[src/rtl/ahb_decoder_pkg.sv]
// Shared definitions for the AHB-Lite N-port decoder and its default slave:
// HTRANS/HRESP encodings and the default-slave state type.
package ahb_decoder_pkg;

    localparam logic [1:0] HTRANS_IDLE   = 2'b00;
    localparam logic [1:0] HTRANS_BUSY   = 2'b01;
    localparam logic [1:0] HTRANS_NONSEQ = 2'b10;
    localparam logic [1:0] HTRANS_SEQ    = 2'b11;

    localparam logic [1:0] HRESP_OKAY  = 2'b00;
    localparam logic [1:0] HRESP_ERROR = 2'b01;

    typedef enum logic [1:0] {
        DS_IDLE = 2'b00,
        DS_ERR1 = 2'b01,
        DS_ERR2 = 2'b10
    } ds_state_t;

endpackage

[src/rtl/ahblite_default_slave.sv]
// Default slave: answers unmapped NONSEQ/SEQ with a two-cycle ERROR.
// Ports: HCLK, HRESET, HREADY, nomatch, HTRANS, HADDR in; ready, resp out;
// with DECODER_ERRLOG_EN also ERR_CLR in, ERR_VALID/ERR_ADDR/ERR_COUNT out.
module ahblite_default_slave
    import ahb_decoder_pkg::*;
(
    input  logic        HCLK,
    input  logic        HRESET,
    input  logic        HREADY,
    input  logic        nomatch,
    input  logic [1:0]  HTRANS,
    input  logic [31:0] HADDR,
    output logic        ready,
    output logic [1:0]  resp
`ifdef DECODER_ERRLOG_EN
    ,
    input  logic        ERR_CLR,
    output logic        ERR_VALID,
    output logic [31:0] ERR_ADDR,
    output logic [7:0]  ERR_COUNT
`endif
);

    ds_state_t state;
    logic      start;

    // Only active transfers (NONSEQ/SEQ) to an unmapped address error out.
    assign start = HREADY & nomatch & HTRANS[1];

    always_ff @(posedge HCLK) begin
        if (HRESET) begin
            state <= DS_IDLE;
            ready <= 1'b1;
            resp  <= HRESP_OKAY;
        end else begin
            case (state)
                DS_IDLE: begin
                    if (start) begin
                        state <= DS_ERR1;
                        ready <= 1'b0;
                        resp  <= HRESP_ERROR;
                    end
                end
                DS_ERR1: begin
                    state <= DS_ERR2;
                    ready <= 1'b1;
                    resp  <= HRESP_ERROR;
                end
                DS_ERR2: begin
                    if (start) begin
                        state <= DS_ERR1;
                        ready <= 1'b0;
                        resp  <= HRESP_ERROR;
                    end else begin
                        state <= DS_IDLE;
                        ready <= 1'b1;
                        resp  <= HRESP_OKAY;
                    end
                end
                default: begin
                    state <= DS_IDLE;
                    ready <= 1'b1;
                    resp  <= HRESP_OKAY;
                end
            endcase
        end
    end

`ifdef DECODER_ERRLOG_EN
    logic enter_err;
    logic unused_log;

    // ERR1 can only be entered from IDLE or ERR2.
    assign enter_err  = start & (state != DS_ERR1);
    assign unused_log = HTRANS[0];

    always_ff @(posedge HCLK) begin
        if (HRESET || ERR_CLR) begin
            ERR_VALID <= 1'b0;
            ERR_ADDR  <= '0;
            ERR_COUNT <= '0;
        end else if (enter_err) begin
            if (ERR_COUNT != 8'hFF)
                ERR_COUNT <= ERR_COUNT + 8'd1;
            if (!ERR_VALID) begin
                ERR_VALID <= 1'b1;
                ERR_ADDR  <= HADDR;
            end
        end
    end
`else
    logic unused_nolog;
    assign unused_nolog = ^{HADDR, HTRANS[0]};
`endif

endmodule

[src/rtl/ahblite_decoder_nport.sv]
// AHB-Lite decoder for one master input stage driving NSLV output stages.
// Ports: HCLK, HRESET, HREADY, HADDR, HTRANS, per-slave ACTIVE_S, HREADYOUT_S,
// HRESP_S, HRDATA_S in; HSEL_S, ACTIVE, HREADYOUT, HRESP, HRDATA out.
// Optional macro DECODER_ERRLOG_EN adds ERR_CLR/ERR_VALID/ERR_ADDR/ERR_COUNT.
module ahblite_decoder_nport
    import ahb_decoder_pkg::*;
#(
    parameter int NSLV = 3,
    parameter logic [32*NSLV-1:0] ADDR_BASE =
        {32'h4003_0000, 32'h4001_0000, 32'h2000_0000},
    parameter logic [32*NSLV-1:0] ADDR_MASK =
        {32'hFFFF_0000, 32'hFFFF_0000, 32'hFFFF_F000}
) (
    input  logic              HCLK,
    input  logic              HRESET,
    input  logic              HREADY,
    input  logic [31:0]       HADDR,
    input  logic [1:0]        HTRANS,
    input  logic [NSLV-1:0]   ACTIVE_S,
    input  logic [NSLV-1:0]   HREADYOUT_S,
    input  logic [2*NSLV-1:0] HRESP_S,
    input  logic [32*NSLV-1:0] HRDATA_S,
    output logic [NSLV-1:0]   HSEL_S,
    output logic              ACTIVE,
    output logic              HREADYOUT,
    output logic [1:0]        HRESP,
    output logic [31:0]       HRDATA
`ifdef DECODER_ERRLOG_EN
    ,
    input  logic              ERR_CLR,
    output logic              ERR_VALID,
    output logic [31:0]       ERR_ADDR,
    output logic [7:0]        ERR_COUNT
`endif
);

    logic [NSLV-1:0] hit;
    logic            nomatch;
    logic [NSLV:0]   sel_q;
    logic            ds_ready;
    logic [1:0]      ds_resp;

    always_comb begin
        hit = '0;
        for (int i = 0; i < NSLV; i++)
            hit[i] = (HADDR & ADDR_MASK[32*i +: 32]) == ADDR_BASE[32*i +: 32];
    end

    // Walk from the top so the lowest matching index wins on overlap.
    always_comb begin
        HSEL_S = '0;
        for (int i = NSLV - 1; i >= 0; i--) begin
            if (hit[i]) begin
                HSEL_S    = '0;
                HSEL_S[i] = 1'b1;
            end
        end
    end

    assign nomatch = ~|hit;
    assign ACTIVE  = nomatch | (|(ACTIVE_S & HSEL_S));

    // Data-phase select; bit NSLV is the default slave.
    always_ff @(posedge HCLK) begin
        if (HRESET)
            sel_q <= '0;
        else if (HREADY)
            sel_q <= {nomatch, HSEL_S};
    end

    always_comb begin
        HREADYOUT = 1'b1;
        HRESP     = HRESP_OKAY;
        HRDATA    = '0;
        for (int i = 0; i < NSLV; i++) begin
            if (sel_q[i]) begin
                HREADYOUT = HREADYOUT_S[i];
                HRESP     = HRESP_S[2*i +: 2];
                HRDATA    = HRDATA_S[32*i +: 32];
            end
        end
        if (sel_q[NSLV]) begin
            HREADYOUT = ds_ready;
            HRESP     = ds_resp;
        end
    end

    ahblite_default_slave u_def (
        .HCLK      (HCLK),
        .HRESET    (HRESET),
        .HREADY    (HREADY),
        .nomatch   (nomatch),
        .HTRANS    (HTRANS),
        .HADDR     (HADDR),
        .ready     (ds_ready),
        .resp      (ds_resp)
`ifdef DECODER_ERRLOG_EN
        ,
        .ERR_CLR   (ERR_CLR),
        .ERR_VALID (ERR_VALID),
        .ERR_ADDR  (ERR_ADDR),
        .ERR_COUNT (ERR_COUNT)
`endif
    );

endmodule

[config.mk]
export PLATFORM = sky130hd
export DESIGN_NAME = ahblite_decoder_nport
export DESIGN_NICKNAME = d
export VERILOG_FILES = /design/src/rtl/ahb_decoder_pkg.sv /design/src/rtl/ahblite_default_slave.sv /design/src/rtl/ahblite_decoder_nport.sv
export SDC_FILE = /design/constraint.sdc
export NUM_CORES = 1
export LEC_CHECK = 0
export CAP_MARGIN = 10
export CORE_AREA = 2 2 71 73
export CTS_CLUSTER_SIZE = 12
export DETAILED_ROUTE_END_ITERATION = 16
export DIE_AREA = 0 0 73 75
export DONT_BUFFER_PORTS = 1
export SYNTH_ARGS = -nofsm -noshare
export SYNTH_HDL_FRONTEND = slang
export SYNTH_SLANG_ARGS = --single-unit
[constraint.sdc]
create_clock -name HCLK -period 2.2 [get_ports HCLK]
set_input_delay 0.66 -clock HCLK [delete_from_list [all_inputs] [get_ports HCLK]]
set_output_delay 0.66 -clock HCLK [all_outputs]
set_load 0.02 [all_outputs]
# [Word-level counts from Yosys, hierarchy flattened]
# Cells that the tools add are included.
[word_totals] word_cells=39 reg_bits=9
[op_classes] mux=21 n_bitwise=4 n_reduce_logical=4 n_eq_ne=6
[op_table] cell="$mux W32" n=3
[op_table] cell="$eq A16 B15 Y1 const B" n=2
[op_table] cell="$eq A20 B18 Y1 const B" n=1
[op_table] cell="$pmux W2 S3" n=2
[op_table] cell="$mux W2" n=5
[op_table] cell="$mux W3" n=3
[op_table] cell="$mux W1" n=7
[op_table] cell="$reduce_or A3 Y1" n=2
[op_table] cell="$and A3 B3 Y3" n=1
[op_table] cell="$and A1 B1 Y1" n=2
[op_table] cell="$eq A2 B1 Y1 const B" n=1
[op_table] cell="$eq A2 B2 Y1 const B" n=1
[op_table] cell="$logic_not A2 Y1" n=1
[op_table] cell="$ne A2 B1 Y1 const B" n=1
[op_table] cell="$pmux W1 S2" n=1
[op_table] cell="$logic_not A1 Y1" n=1
[op_table] cell="$or A1 B1 Y1" n=1

# [Depth between registers and ports, before layout]
[depth] depth_word=7 ltp_mapped=6 ltp_nobuf=4

# [By module]
# Synthesis repeated with hierarchy kept, for this count alone.
[hier_totals] cells_unflattened=173 hier_area_um2=1126.1
[by_module_without_submodules] module="ahblite_decoder_nport" cells_each=158 seq_area_each_um2=80.1 n_inst=1 area_per_inst_um2=978.4
[by_module_without_submodules] module="ahblite_default_slave" cells_each=15 seq_area_each_um2=80.1 n_inst=1 area_per_inst_um2=147.6

# [Least setup slack after synthesis]
# OpenSTA, ideal clock, no wires.
[synth_timing] path_kind="input -> output" from="input HADDR[25]" to="output HSEL_S[1]" path_stages=3 arrival_time_ns=1.755 slack_ns=-0.215 path_buffers=0 required_time_ns=1.540 path_cell_list="nor4_1 > and4_4 > nor2b_1"
[synth_via] elab_chain_cells=3 word_cells_on_any_way=4
[synth_lines] element="from (decl)" line_no="ahblite_decoder_nport.sv:17" source="input logic [31:0] HADDR,"
[synth_lines] element="$eq A16 B15 Y1" line_no="ahblite_decoder_nport.sv:46" source="hit[i] = (HADDR & ADDR_MASK[32*i +: 32]) == ADDR_BASE[32*i +: 32];"
[synth_lines] element="$mux W3" line_no="ahblite_decoder_nport.sv:53" source="if (hit[i]) begin"
[synth_lines] element="$mux W3 (*)" line_no="ahblite_decoder_nport.sv:53"
[synth_lines] element="to (decl)" line_no="ahblite_decoder_nport.sv:23" source="output logic [NSLV-1:0] HSEL_S,"
# Mark *: on every way between the ends. The rest lies on a longest branch, timed or not.

# [Worst setup path in the final report]
[layout_timing] from="input HADDR[16]" to="output HSEL_S[0]"
# The elaborated chain is that of the path after synthesis.

==> metrics.log <==
[metrics] Iteration-0 DRC Markers: 34
[metrics] Synth Register Bits: 8
[metrics] share of the yosys chip area belonging to registers: 0.150
[metrics] drc violations: 0
[metrics] number of nets with antenna violations after detailed routing: 0
[metrics] CTS buffer count: 3
[metrics] count of fill cells added during filler insertion: 501
[metrics] post-synth top area share: 0.232
[metrics] critical path type: in -> out
[metrics] final clock skew: ~0.00032 ns
[metrics] unrepaired setup endpoints after global routing: yes
[metrics] largest net degree at the start of global routing: 36
[metrics] outcome: completed
[metrics] vias: 1463
[metrics] routed wirelength normalized by instance count: around 17 um
[metrics] ys flop type: sky130_fd_sc_hd__dfxtp_1
[metrics] Hold Violations, Final: 0
[metrics] routability congestion estimate from global placement: 0.649
[metrics] wire length of the first global-routing pass: approximately 5400 um
[metrics] max-slew violation count: 0
[metrics] min cycle time layout: 2.18 ns
[metrics] layout net count: 349
[metrics] share of cells above drive strength 1: 0.307
[metrics] Mapped Area: 1070 sq um
[metrics] All-Layer GR Usage: 0.129
[metrics] Tcrit/Tclk final: 0.989
[metrics] number of different library cells in the post-synthesis netlist: 33
[metrics] Routed Wire Length: 4240 um
[metrics] CTS H-tree depth: 1
[metrics] largest area contributor in the synthesized netlist: sky130_fd_sc_hd__a22oi_1
[metrics] Worst slew margin: 0.782
[metrics] mean number of vias per cell: 5.71
[metrics] combinational power share: 0.083
[metrics] placement-stage cell area: about 1500 sq um
[metrics] number of I/O pins: 184
[metrics] class of the tightest hold or removal check: reg -> reg
[metrics] antenna violations before repair: 0
[metrics] reg2reg end: u_def.ready$_SDFFE_PP1P_
[metrics] placed wire-length estimate: 3520 um
[metrics] nets in the synthesized netlist: 313
[metrics] worst setup path start: HADDR[16]
[metrics] relative area change from synthesis to final layout: 45.6%
[metrics] slowest stage cell, crit path: sky130_fd_sc_hd__nor4_4
[metrics] worst flop-to-flop path startpoint: u_def.state[0]$_SDFFE_PP0P_
[metrics] last element of the critical path: HSEL_S[0]
[metrics] type of origin of the critical path: input port
[metrics] reg-to-reg slack, setup: 1.02 ns
[metrics] total congestion overflow: 0
[metrics] buffer levels on the longest clock path: 2
[metrics] Critical Path Max Stage Delay: 0.24 ns
[metrics] average size of a mapped cell: 6.37 sq um
[metrics] peak supply drop: 0.181 mV
[metrics] power per unit of standard cell area: 230 nW/um^2
[metrics] horizontal die dimension: 73 um
[metrics] pin slew with the least headroom to its limit: 0.327 ns
[metrics] core area: 4660 sq um
[metrics] highest clock rate: about 0.46 GHz
[metrics] post-route total power: about 0.36 mW
[metrics] count of final setup violators: 0
[metrics] number of max-cap violations: 0
[metrics] proportion of total power due to net switching: 0.196
[metrics] internal cell power: ~0.29 mW
[metrics] portion of total power attributed to the clock network: 0.478
[metrics] total die area: 5480 sq um
[metrics] number of buffers added to fix hold violations after cts: 0
[metrics] clock latency on the worst-skew pair: ~0.22 ns
[metrics] Setup TNS: 0 ns
[metrics] number of cell rows: 25
[metrics] clock sink total: 8
[metrics] initial core utilization: 0.230
[metrics] ant diodes: 0
[metrics] Util after Layout: 0.334
[metrics] number of synthesized flops with an enable pin: 0
[metrics] total non-filler cell area in the finished layout: 1560 sq um
[metrics] number of global-route vias before repair: 1237
[metrics] Reg clk slew, reported paths: 0.04 ns
[metrics] Worst R2R Path Depth: 2
[metrics] NetSw: 0.0703 mW
[metrics] gate count of the mapped netlist: between 150 and 200
[metrics] type of destination of the critical path: output pin
[metrics] port buffer count: 0
[metrics] leakage dissipation: roughly 0.56 nW
[metrics] Chip Height: 75 um
[metrics] largest fanout of any net on the critical path: 2
[metrics] share of total power in sequential cells: 0.439
[metrics] cell at the root of the clock tree: sky130_fd_sc_hd__clkbuf_8
[metrics] Detailed Routing Iterations Pass 1: 4
[metrics] TritonCTS clock tree: done
[metrics] WP data required: 1.54 ns
[metrics] number of buffers inserted to repair setup after CTS: 0
[metrics] most area-consuming cells after synthesis: sky130_fd_sc_hd__a22oi_1, sky130_fd_sc_hd__dfxtp_1, sky130_fd_sc_hd__o21ai_0, sky130_fd_sc_hd__nand2_1, sky130_fd_sc_hd__clkbuf_1
[metrics] FFs w/ async S/R, synth: 0
[metrics] Critical Path, Cell by Cell: nor4_4 > and4b_1 > and4_4 > buf_4
[metrics] Yosys Warn Count: 0
[metrics] worst endpoint data arrival time: 1.52 ns
critical path: cells and delay by family:
| kind | cells | cell delay, ns |
|---|---|---|
| AND/OR/NAND/NOR | 3 | 0.71 |
| buffers and inverters | 1 | 0.14 |
synth_stat cells (2+ instances only):
cell type                  instances
sky130_fd_sc_hd__a21oi_1           3
sky130_fd_sc_hd__dfxtp_1           8
sky130_fd_sc_hd__nor2_1            3
sky130_fd_sc_hd__clkbuf_1         11
sky130_fd_sc_hd__nand2b_1          4
sky130_fd_sc_hd__nor2b_1           4
sky130_fd_sc_hd__a221oi_1          3
sky130_fd_sc_hd__o21ai_0          32
sky130_fd_sc_hd__buf_2             5
sky130_fd_sc_hd__inv_1             4
sky130_fd_sc_hd__nand2_1          33
sky130_fd_sc_hd__nor3b_1           2
sky130_fd_sc_hd__a22oi_1          33
sky130_fd_sc_hd__nor4_1            4
how the worst min path moves through the flow:
stage                                start                          end  cells after the start
2_1_floorplan  u_def.state[1]$_SDFFE_PP0P_  u_def.state[1]$_SDFFE_PP0P_                      1
3_3_place_gp   u_def.state[1]$_SDFFE_PP0P_  u_def.state[1]$_SDFFE_PP0P_                      1
3_5_place_dp   u_def.state[1]$_SDFFE_PP0P_  u_def.state[1]$_SDFFE_PP0P_                      1
4_1_cts        u_def.state[1]$_SDFFE_PP0P_  u_def.state[1]$_SDFFE_PP0P_                      1
5_1_grt        u_def.state[1]$_SDFFE_PP0P_  u_def.state[1]$_SDFFE_PP0P_                      1
6_report       u_def.state[1]$_SDFFE_PP0P_  u_def.state[1]$_SDFFE_PP0P_                      1
state kept, by name, summed over array words and instances, names as in the netlist:
register	flops
u_def.ready	1
u_def.resp	1
u_def.state	2
sel_q	4
layout by cell type (no fill, tap or decap), drive strengths merged, types with 2 or more instances in the layout:
cell type  count
dfxtp          8
nor2b          4
clkbuf         3
nand2b         4
a21oi          3
nor3b          2
and4           2
nand2         33
a221oi         3
a22oi         33
nor2           3
o21ai         32
buf           47
nor4           4
inv            4
per-stage QoR:
step	worst slack, ns	hold WS (ns)	instances
CTS	0.00486	0.440	256
global placement	0.0170	0.425	253
floorplan	-0.00992	0.410	168
global route	-0.0475	0.469	256
detailed placement	-0.0354	0.431	253
finish	0.0249	0.443	256
kinds of logic (layout without fill, tap and decap cells):
kind of cell	after synthesis	count (layout)	share of synthesized area
flip-flops	8	8	0.150
AND/OR/NAND/NOR	61	61	0.295
buffers and inverters	20	54	0.0760
multiplexers	1	1	0.00936
AO/OA/AOI/OAI	78	78	0.470
what timing repair did:
action,CTS,global route
endpoints found under the setup margin,2,10
pin swaps,1,1
hold endpoints to repair,0,0
gates resized for setup,2,4
power groups by stage:
stage                     Sequential [mW]  Clock, mW  Combinational, mW
after global routing                0.158      0.183             0.0330
after global placement              0.160          0             0.0269
final                               0.157      0.172             0.0298
after detailed placement            0.160          0             0.0277
after CTS                           0.158      0.174             0.0282
after floorplan                     0.158          0             0.0209
routing by layer:
layer  vias to the layer above  global-route usage  wire length, um
li1                        707                   -                -
met1                       641               0.121             1440
met2                       109               0.270             2290
met3                         6              0.0241              427
met4                         0              0.0473               74
met5                         -                   0                0
final cells by class:
class / count / area [sq um] / share of cell area
multi-input combinational: 140 / 907 / 0.582
timing repair buffer: 47 / 365 / 0.235
tap: 54 / 67.6 / 0.0434
inverter: 4 / 15.0 / 0.00964
sequential: 8 / 161 / 0.104
clock buffer: 3 / 41.3 / 0.0265
Power figures use the tool's default switching activity.
